### src/rtl/v_merge_pkg.sv
// Shared types and helpers for the byte-mask vector merge path.
// Used by the issue sequencer and by the mask expander.
package v_merge_pkg;

  typedef enum logic [1:0] {
    SEW8  = 2'd0,
    SEW16 = 2'd1,
    SEW32 = 2'd2,
    SEW64 = 2'd3
  } sew_t;

  typedef enum logic {
    IDLE = 1'b0,
    RUN  = 1'b1
  } state_t;

  // Elements per beat for a given element width.
  function automatic int unsigned epb(input sew_t sew, input int unsigned mask_width);
    return mask_width >> sew;
  endfunction

endpackage

### src/rtl/v_mask_expand.sv
// Expands per-element mask bits into byte-granular select mask and byte enable.
// Elements at or beyond n are tail: byte enable 0 and select forced to 0.
module v_mask_expand
  import v_merge_pkg::*;
#(
  parameter int MASK_WIDTH = 8,
  parameter int CNT_W      = $clog2(MASK_WIDTH) + 1
) (
  input  logic [MASK_WIDTH-1:0] emask,
  input  sew_t                  sew,
  input  logic [CNT_W-1:0]      n,
  output logic [MASK_WIDTH-1:0] byte_mask,
  output logic [MASK_WIDTH-1:0] byte_en
);

  always_comb begin
    byte_mask = '0;
    byte_en   = '0;
    for (int b = 0; b < MASK_WIDTH; b++) begin
      if ((b >> sew) < int'(n)) begin
        byte_en[b]   = 1'b1;
        byte_mask[b] = emask[b >> sew];
      end
    end
  end

endmodule

### src/rtl/v_merge_issue.sv
// Issue-side sequencer: takes one merge command, then splits the operation
// into DATA_WIDTH beats, producing address, byte select mask and tail enable.
module v_merge_issue
  import v_merge_pkg::*;
#(
  parameter int DATA_WIDTH = 64,
  parameter int ADDR_WIDTH = 32,
  parameter int MASK_WIDTH = DATA_WIDTH / 8,
  parameter int VL_WIDTH   = 16
) (
  input  logic                  clk,
  input  logic                  rst,
  input  logic                  cmd_valid,
  output logic                  cmd_ready,
  input  logic [ADDR_WIDTH-1:0] cmd_addr,
  input  logic [VL_WIDTH-1:0]   cmd_vl,
  input  logic [1:0]            cmd_sew,
  input  logic                  opd_valid,
  output logic                  opd_ready,
  input  logic [DATA_WIDTH-1:0] opd_vec0,
  input  logic [DATA_WIDTH-1:0] opd_vec1,
  input  logic [MASK_WIDTH-1:0] opd_emask,
  output logic                  out_valid,
  output logic [ADDR_WIDTH-1:0] out_addr,
  output logic [MASK_WIDTH-1:0] out_mask,
  output logic [MASK_WIDTH-1:0] out_be,
  output logic [DATA_WIDTH-1:0] out_vec0,
  output logic [DATA_WIDTH-1:0] out_vec1,
  output logic                  busy,
  output logic                  done
);

  localparam int CNT_W = $clog2(MASK_WIDTH) + 1;

  state_t                state, state_nxt;
  logic [ADDR_WIDTH-1:0] addr_q;
  logic [VL_WIDTH-1:0]   rem_q;
  sew_t                  sew_q;

  logic                  cmd_hs, opd_hs, last;
  logic [CNT_W-1:0]      epb_cur, n;
  logic [MASK_WIDTH-1:0] beat_mask, beat_be;

  assign cmd_ready = (state == IDLE);
  assign opd_ready = (state == RUN);
  assign busy      = (state == RUN);
  assign cmd_hs    = cmd_valid && cmd_ready;
  assign opd_hs    = opd_valid && opd_ready;

  // The beat that covers everything still outstanding closes the command.
  assign epb_cur = CNT_W'(epb(sew_q, MASK_WIDTH));
  assign last    = (rem_q <= VL_WIDTH'(epb_cur));
  assign n       = last ? rem_q[CNT_W-1:0] : epb_cur;

  v_mask_expand #(
    .MASK_WIDTH(MASK_WIDTH),
    .CNT_W     (CNT_W)
  ) u_mask_expand (
    .emask    (opd_emask),
    .sew      (sew_q),
    .n        (n),
    .byte_mask(beat_mask),
    .byte_en  (beat_be)
  );

  always_comb begin
    state_nxt = state;
    case (state)
      IDLE: if (cmd_hs && (cmd_vl != '0)) state_nxt = RUN;
      RUN:  if (opd_hs && last)           state_nxt = IDLE;
      default: state_nxt = IDLE;
    endcase
  end

  // Beat outputs default to zero every cycle so idle cycles carry no data.
  always_ff @(posedge clk) begin
    if (rst) begin
      state     <= IDLE;
      addr_q    <= '0;
      rem_q     <= '0;
      sew_q     <= SEW8;
      out_valid <= 1'b0;
      out_addr  <= '0;
      out_mask  <= '0;
      out_be    <= '0;
      out_vec0  <= '0;
      out_vec1  <= '0;
      done      <= 1'b0;
    end else begin
      state     <= state_nxt;
      out_valid <= 1'b0;
      out_addr  <= '0;
      out_mask  <= '0;
      out_be    <= '0;
      out_vec0  <= '0;
      out_vec1  <= '0;
      done      <= 1'b0;
      if (cmd_hs) begin
        addr_q <= cmd_addr;
        rem_q  <= cmd_vl;
        sew_q  <= sew_t'(cmd_sew);
        done   <= (cmd_vl == '0);
      end
      if (opd_hs) begin
        out_valid <= 1'b1;
        out_addr  <= addr_q;
        out_mask  <= beat_mask;
        out_be    <= beat_be;
        out_vec0  <= opd_vec0;
        out_vec1  <= opd_vec1;
        addr_q    <= addr_q + 1'b1;
        rem_q     <= rem_q - VL_WIDTH'(n);
        done      <= last;
      end
    end
  end

endmodule

### config.mk
export PLATFORM = sky130hd
export DESIGN_NAME = v_merge_issue
export DESIGN_NICKNAME = d
export VERILOG_FILES = /design/src/rtl/v_merge_pkg.sv /design/src/rtl/v_mask_expand.sv /design/src/rtl/v_merge_issue.sv
export SDC_FILE = /design/constraint.sdc
export NUM_CORES = 1
export LEC_CHECK = 0
export BUFFER_PORTS_ARGS = -buffer_cell sky130_fd_sc_hd__buf_4
export CORE_AREA = 2 2 145 147
export DETAILED_ROUTE_END_ITERATION = 16
export DIE_AREA = 0 0 147 149
export PLACE_DENSITY = 0.7
export RECOVER_POWER = 100
export SLEW_MARGIN = 20
export SYNTH_ARGS = -nofsm -noshare
export SYNTH_HDL_FRONTEND = slang
export SYNTH_SLANG_ARGS = --single-unit
### constraint.sdc
create_clock -name clk -period 4.75 [get_ports clk]
set_input_delay 0.2375 -clock clk [delete_from_list [all_inputs] [get_ports clk]]
set_output_delay 0.2375 -clock clk [all_outputs]
set_load 0.1 [all_outputs]
==> After elaboration in Yosys (flattened, before gate mapping) <==
Cells that the tools add are included.
{ "totals": {"regBits": 229, "in_bits": 190, "elab_cells": 115} }
{ "op_classes": {"reduce_logical": 16, "n_lt_le_gt_ge": 17, "n_shift": 9, "muxes": 43, "add_sub_neg": 2, "bitwise_logic": 10} }
{ "ops": {"columns": ["cell", "count"], "rows": [
  ["$lt 32x5->1", 8],
  ["$lt 32x5->1 const B", 8],
  ["$shr 3x2->32 const A", 4],
  ["$mux 32", 2],
  ["$shr 1x2->32 const A", 2],
  ["$shr 2x2->32 const A", 2],
  ["$add 32x1->32 const B", 1],
  ["$mux 16", 2],
  ["$mux 1", 29],
  ["$bmux 1 s3", 8],
  ["$reduce_or 3->1", 8],
  ["$le 16x4->1", 1],
  ["$logic_not 16->1", 1],
  ["$reduce_bool 16->1", 1],
  ["$sub 16x4->16", 1],
  ["$not 1->1", 10],
  ["$logic_and 1x1->1", 4],
  ["$mux 4", 1],
  ["$shr 4x2->4 const A", 1],
  ["$pmux 1 s2", 1],
  ["$reduce_bool 2->1", 1],
  ["$reduce_or 2->1", 1]
]} }

==> Logic depth before layout (Yosys ltp) <==
{ "depth": {"word_depth": 6, "ltp_mapped": 18, "depth_no_buf": 17} }

==> By module <==
Synthesis repeated with hierarchy kept, for this count alone.
{ "hier_totals": {"cells_unflattened": 848, "area_unflattened_um2": 8489.4} }
{ "by_module_without_submodules": {"columns": ["module", "area_each_um2", "instances", "cells_per_inst"], "rows": [
  ["v_merge_issue", 7885.1, 1, 773],
  ["v_mask_expand", 604.3, 1, 75]
]} }

==> Worst setup path before layout <==
OpenSTA, ideal clock, no wires.
{ "synth_path": {"path_kind": "register to register", "from": "reg sew_q[1]", "to": "reg rem_q[9]", "setup_slack_ns": 0.620, "period_less_slack_ns": 4.130, "path_stages_with_launch": 18, "required_time_ns": 4.628, "arrival_ns": 4.008, "setup_ns": 0.122, "cell_sequence": "dfxtp_1 -> clkbuf_1 -> inv_1 -> ha_1 -> buf_1 -> inv_1 -> ha_1 -> nand4_1 -> a21boi_0 -> nor2_1 -> nor2_1 -> a21oi_1 -> ha_1 -> and3b_2 -> o21a_1 -> a211oi_2 -> a21oi_1 -> a311o_1"} }
{ "synth_between": {"elab_chain_len": 5} }
{ "synth_lines": {"columns": ["element", "line_no", "rtl"], "rows": [
  ["start: declaration", "v_merge_issue.sv:38", "sew_t sew_q;"],
  ["start signal: assignment", "v_merge_issue.sv:101", "sew_q <= sew_t'(cmd_sew);"],
  ["$shr 4x2->4 (*)", "v_merge_pkg.sv:19", "return mask_width >> sew;"],
  ["$le 16x4->1", "v_merge_issue.sv:52", "assign last = (rem_q <= VL_WIDTH'(epb_cur));"],
  ["$mux 4 (*)", "v_merge_issue.sv:53", "assign n = last ? rem_q[CNT_W-1:0] : epb_cur;"],
  ["$sub 16x4->16 (*)", "v_merge_issue.sv:112", "rem_q <= rem_q - VL_WIDTH'(n);"],
  ["$mux 16 (*)", "v_merge_issue.sv:104", "if (opd_hs) begin"],
  ["end signal: assignment", "v_merge_issue.sv:100", "rem_q <= cmd_vl;"],
  ["end signal: assignment", "v_merge_issue.sv:112", null],
  ["end: declaration", "v_merge_issue.sv:37", "logic [VL_WIDTH-1:0] rem_q;"]
]} }
Mark *: on every way between the ends. The rest lies on a longest branch, timed or not.
A chain may end at the register's enable or synchronous reset.

==> Worst setup path after layout <==
Ends and elaborated chain as after synthesis.

==> results.md <==
* Post CTS Setup Buffer Count at 0
* Clock slew at reported path FFs at 0.06 ns
* # rows at 53
* Synth warnings at 0
* Startpoint Class: flop
* TNS Setup at 0 ns
* Slowest-stage cell, CP: dfxtp_1
* Reg2reg end: rem_q[9]
* Design Area, Final at 0.0129 mm²
* Avg WL per Cell at 18.8 µm
* Crit path to: rem_q[9]
* DR iter-0 viols at approximately 380
* Fin crit period at ~4.4 ns
* Total grt overflow at 0
* Register area share after synthesis at between 50% and 60%
* Slowest cell delay on critical path at around 0.52 ns
* DRT Pass-1 Iters at 5
* Crit path from: sew_q[1]
* Cts bufs inserted at 25
* Fmax at 0.228 GHz
* Final HPWL DP at just over 20,000 µm
* Fraction of registers with async set/reset at 0%
* Number of synthesized flops with an enable pin at 0
* Initial Utilization at between 40% and 50%
* RePlAce Congestion at between 0.9 and 1
* Largest net degree at the start of global routing at 117
* Status: finished with violations
* Leakage power at 5.25 nW
* Worst Hold Class: primary input to flop
* Slew Viols, Final at about 120
* Fin Clk Skew at 0.0198 ns
* Worst reg2reg path depth at 17
* R2r startpoint: sew_q[1]
* Vias in the first global route at between 8k and 9k
* Inserted Diodes at 0
* Critical path arrival at between 4 and 5 ns
* Syn Inst Count at approximately 850
* Final Setup Violations at 0
* GRT Util Overall at about a quarter
* Final cycle utilization of the critical path at between 90% and 100%
* H-tree depth at 1
* CTS resizes at 0
* Post-Route WL at just over 30,000 µm
* Global-route wire length before repair at between 40,000 and 50,000 µm
* Unique masters post-synth at 63
* Layout Nets at between 1.5k and 2k
* Worst Setup End Kind: flop
* DIE AREA at around 0.022 mm²
* Tightest Pin Transition at 1.65 ns
* Mapped Nets at about 1.1k
* Vias per inst at 5.02
* I/O Buffers at 370
* Core outline area at about 0.021 mm²
* VDD IR max at 0.277 mV
* Routed Antenna Nets at 0
* Post-DP Area at roughly 0.011 mm²
* Max cap viols at 1
* Root buf cell: clkbuf_16
* Layout cells sized above 1 at 18.7%
* Post-Syn Area at about 0.0084 mm²
* Synth-to-Final Area Change at 54.1%
* RSZ-0062 raised after global routing: false
* Cell Pwr Density at around 380 mW/mm²
* Chip Height at roughly 150 µm
* Crit path top cell by count: ha_1
* Die width at roughly 150 µm
* Fin util at between 60% and 70%
* Violated checks: max-capacitance violations, max-slew violations
* Most frequent cells in the layout: dfxtp_1 (229), buf_4 (193), clkbuf_1 (189)
* DRC Markers at 0
* Worst-skew pair later-pin latency at roughly 0.5 ns
* Flop2flop setup slack at 0.37 ns
* CTS tree: yes
* Syn Area/Cell at between 9 and 10 µm²
* Critical path peak fanout at 10
* Via count at 8,248
* FF+latch count, synth at 229
* Final Hold Violating Endpoints at 0
* CP Class: flop to flop
* Clock sink count at between 200 and 250
* CP Cell Sequence: ha_1, inv_1, ha_1, nor2b_1, o211ai_1, a21boi_0, clkbuf_1, nor2_1, nor2_1, a21oi_1, ha_1, and3b_2, o21a_1, a211oi_1, buf_4, a21oi_1, a311o_1
* I/O Pins at 371
* Initial antenna violation count at 1
* WP data required at between 5 and 6 ns
* Clock Path Buffers at 3
* Most used DFF post-synth: dfxtp_1
* Commonest non-fill, non-tap cell in the layout: dfxtp_1
* Slew Limit Headroom at -10.2%
* WHS at ~0.012 ns
## worst min path at each step
stage	start	to	slack (ns)	cells past startpoint
floorplan	opd_emask[0]	out_mask[0]	0.36	1
global placement	opd_vec0[27]	out_vec0[27]	0.44	2
detailed placement	opd_vec1[25]	out_vec1[25]	0.44	2
CTS	cmd_addr[25]	addr_q[25]	0.000008	3
global route	cmd_vl[14]	rem_q[14]	0.006	3
finish	cmd_addr[25]	addr_q[25]	0.01	3
## per-stage QoR
stage / power [W] / worst slack (ns) / cells
CTS: 0.00497 / 0.418 / 1642
global placement: 0.00289 / 0.661 / 1457
global route: 0.00511 / 0.0561 / 1642
finish: 0.00492 / 0.370 / 1642
detailed placement: 0.00290 / 0.438 / 1457
floorplan: 0.00263 / 0.620 / 851
## synthesized netlist by cell type (5+ instances only)
master,instances,area [µm²]
a211oi_1,8,60.1
a21oi_1,47,235
a221oi_1,7,61.3
a22oi_1,14,105
a311oi_1,5,43.8
a31oi_1,12,75.1
a32oi_1,5,43.8
and2_1,163,1020
and3_1,6,37.5
and4_1,7,61.3
clkbuf_1,43,161
dfxtp_1,229,4580
ha_1,15,188
inv_1,18,67.6
mux4_2,8,180
nand2_1,40,150
nand3_1,14,70.1
nand4_1,7,43.8
nor2_1,64,240
nor3_1,18,90.1
nor4_1,19,119
o21ai_0,25,125
## area by class of cell
class	count	area (µm²)
fill	1813	7620
multi-input combinational	554	3530
clock buffer	33	706
sequential	229	4580
tap	275	344
timing repair buffer	520	3550
clock inverter	12	141
inverter	19	71.3
## critical path, delay by kind of cell, from the launching register on
kind / cells / cell delay [ns]
adders and majority gates: 3 / 1.05
and+or+nand+nor: 4 / 0.90
DFF: 1 / 0.52
AOI/OAI and AO/OA: 7 / 1.29
buffers and inverters: 3 / 0.51
## cells by family after synthesis
family,Yosys count,synth area share [%]
mux,13,2.77
flops,229,54.6
xor+xnor,4,0.418
fa+ha+maj,15,2.24
compound gates,163,12.9
buf+inv,68,3.27
simple gates,359,23.7
## flip-flops by register name (all words and copies together) (netlist names)
register / cells
rem_q: 16
out_be: 8
busy: 1
out_vec0: 64
out_mask: 8
out_vec1: 64
addr_q: 32
out_addr: 32
out_valid: 1
done: 1
sew_q: 2
## repair_timing
item / in CTS / in global routing
endpoints found under the hold margin: 140 / 0
hold buffers: 140 / 0
setup endpoints to repair: 0 / 0
## metal layers
layer	vias up	GRT usage (%)	wire [µm]
li1	3961	-	-
met3	60	6.79	2330
met2	335	46.2	15100
met5	-	0	11
met4	2	6.97	835
met1	3890	33.1	12700
## report_power, final
group / total (W) / internal (W) / switching [W]
Sequential: 0.00204 / 0.00199 / 0.0000529
Combinational: 0.000894 / 0.000329 / 0.000565
Clock: 0.00199 / 0.00121 / 0.000780
Total: 0.00492 / 0.00352 / 0.00140
No activity file was read; power rests on OpenSTA's default activity.
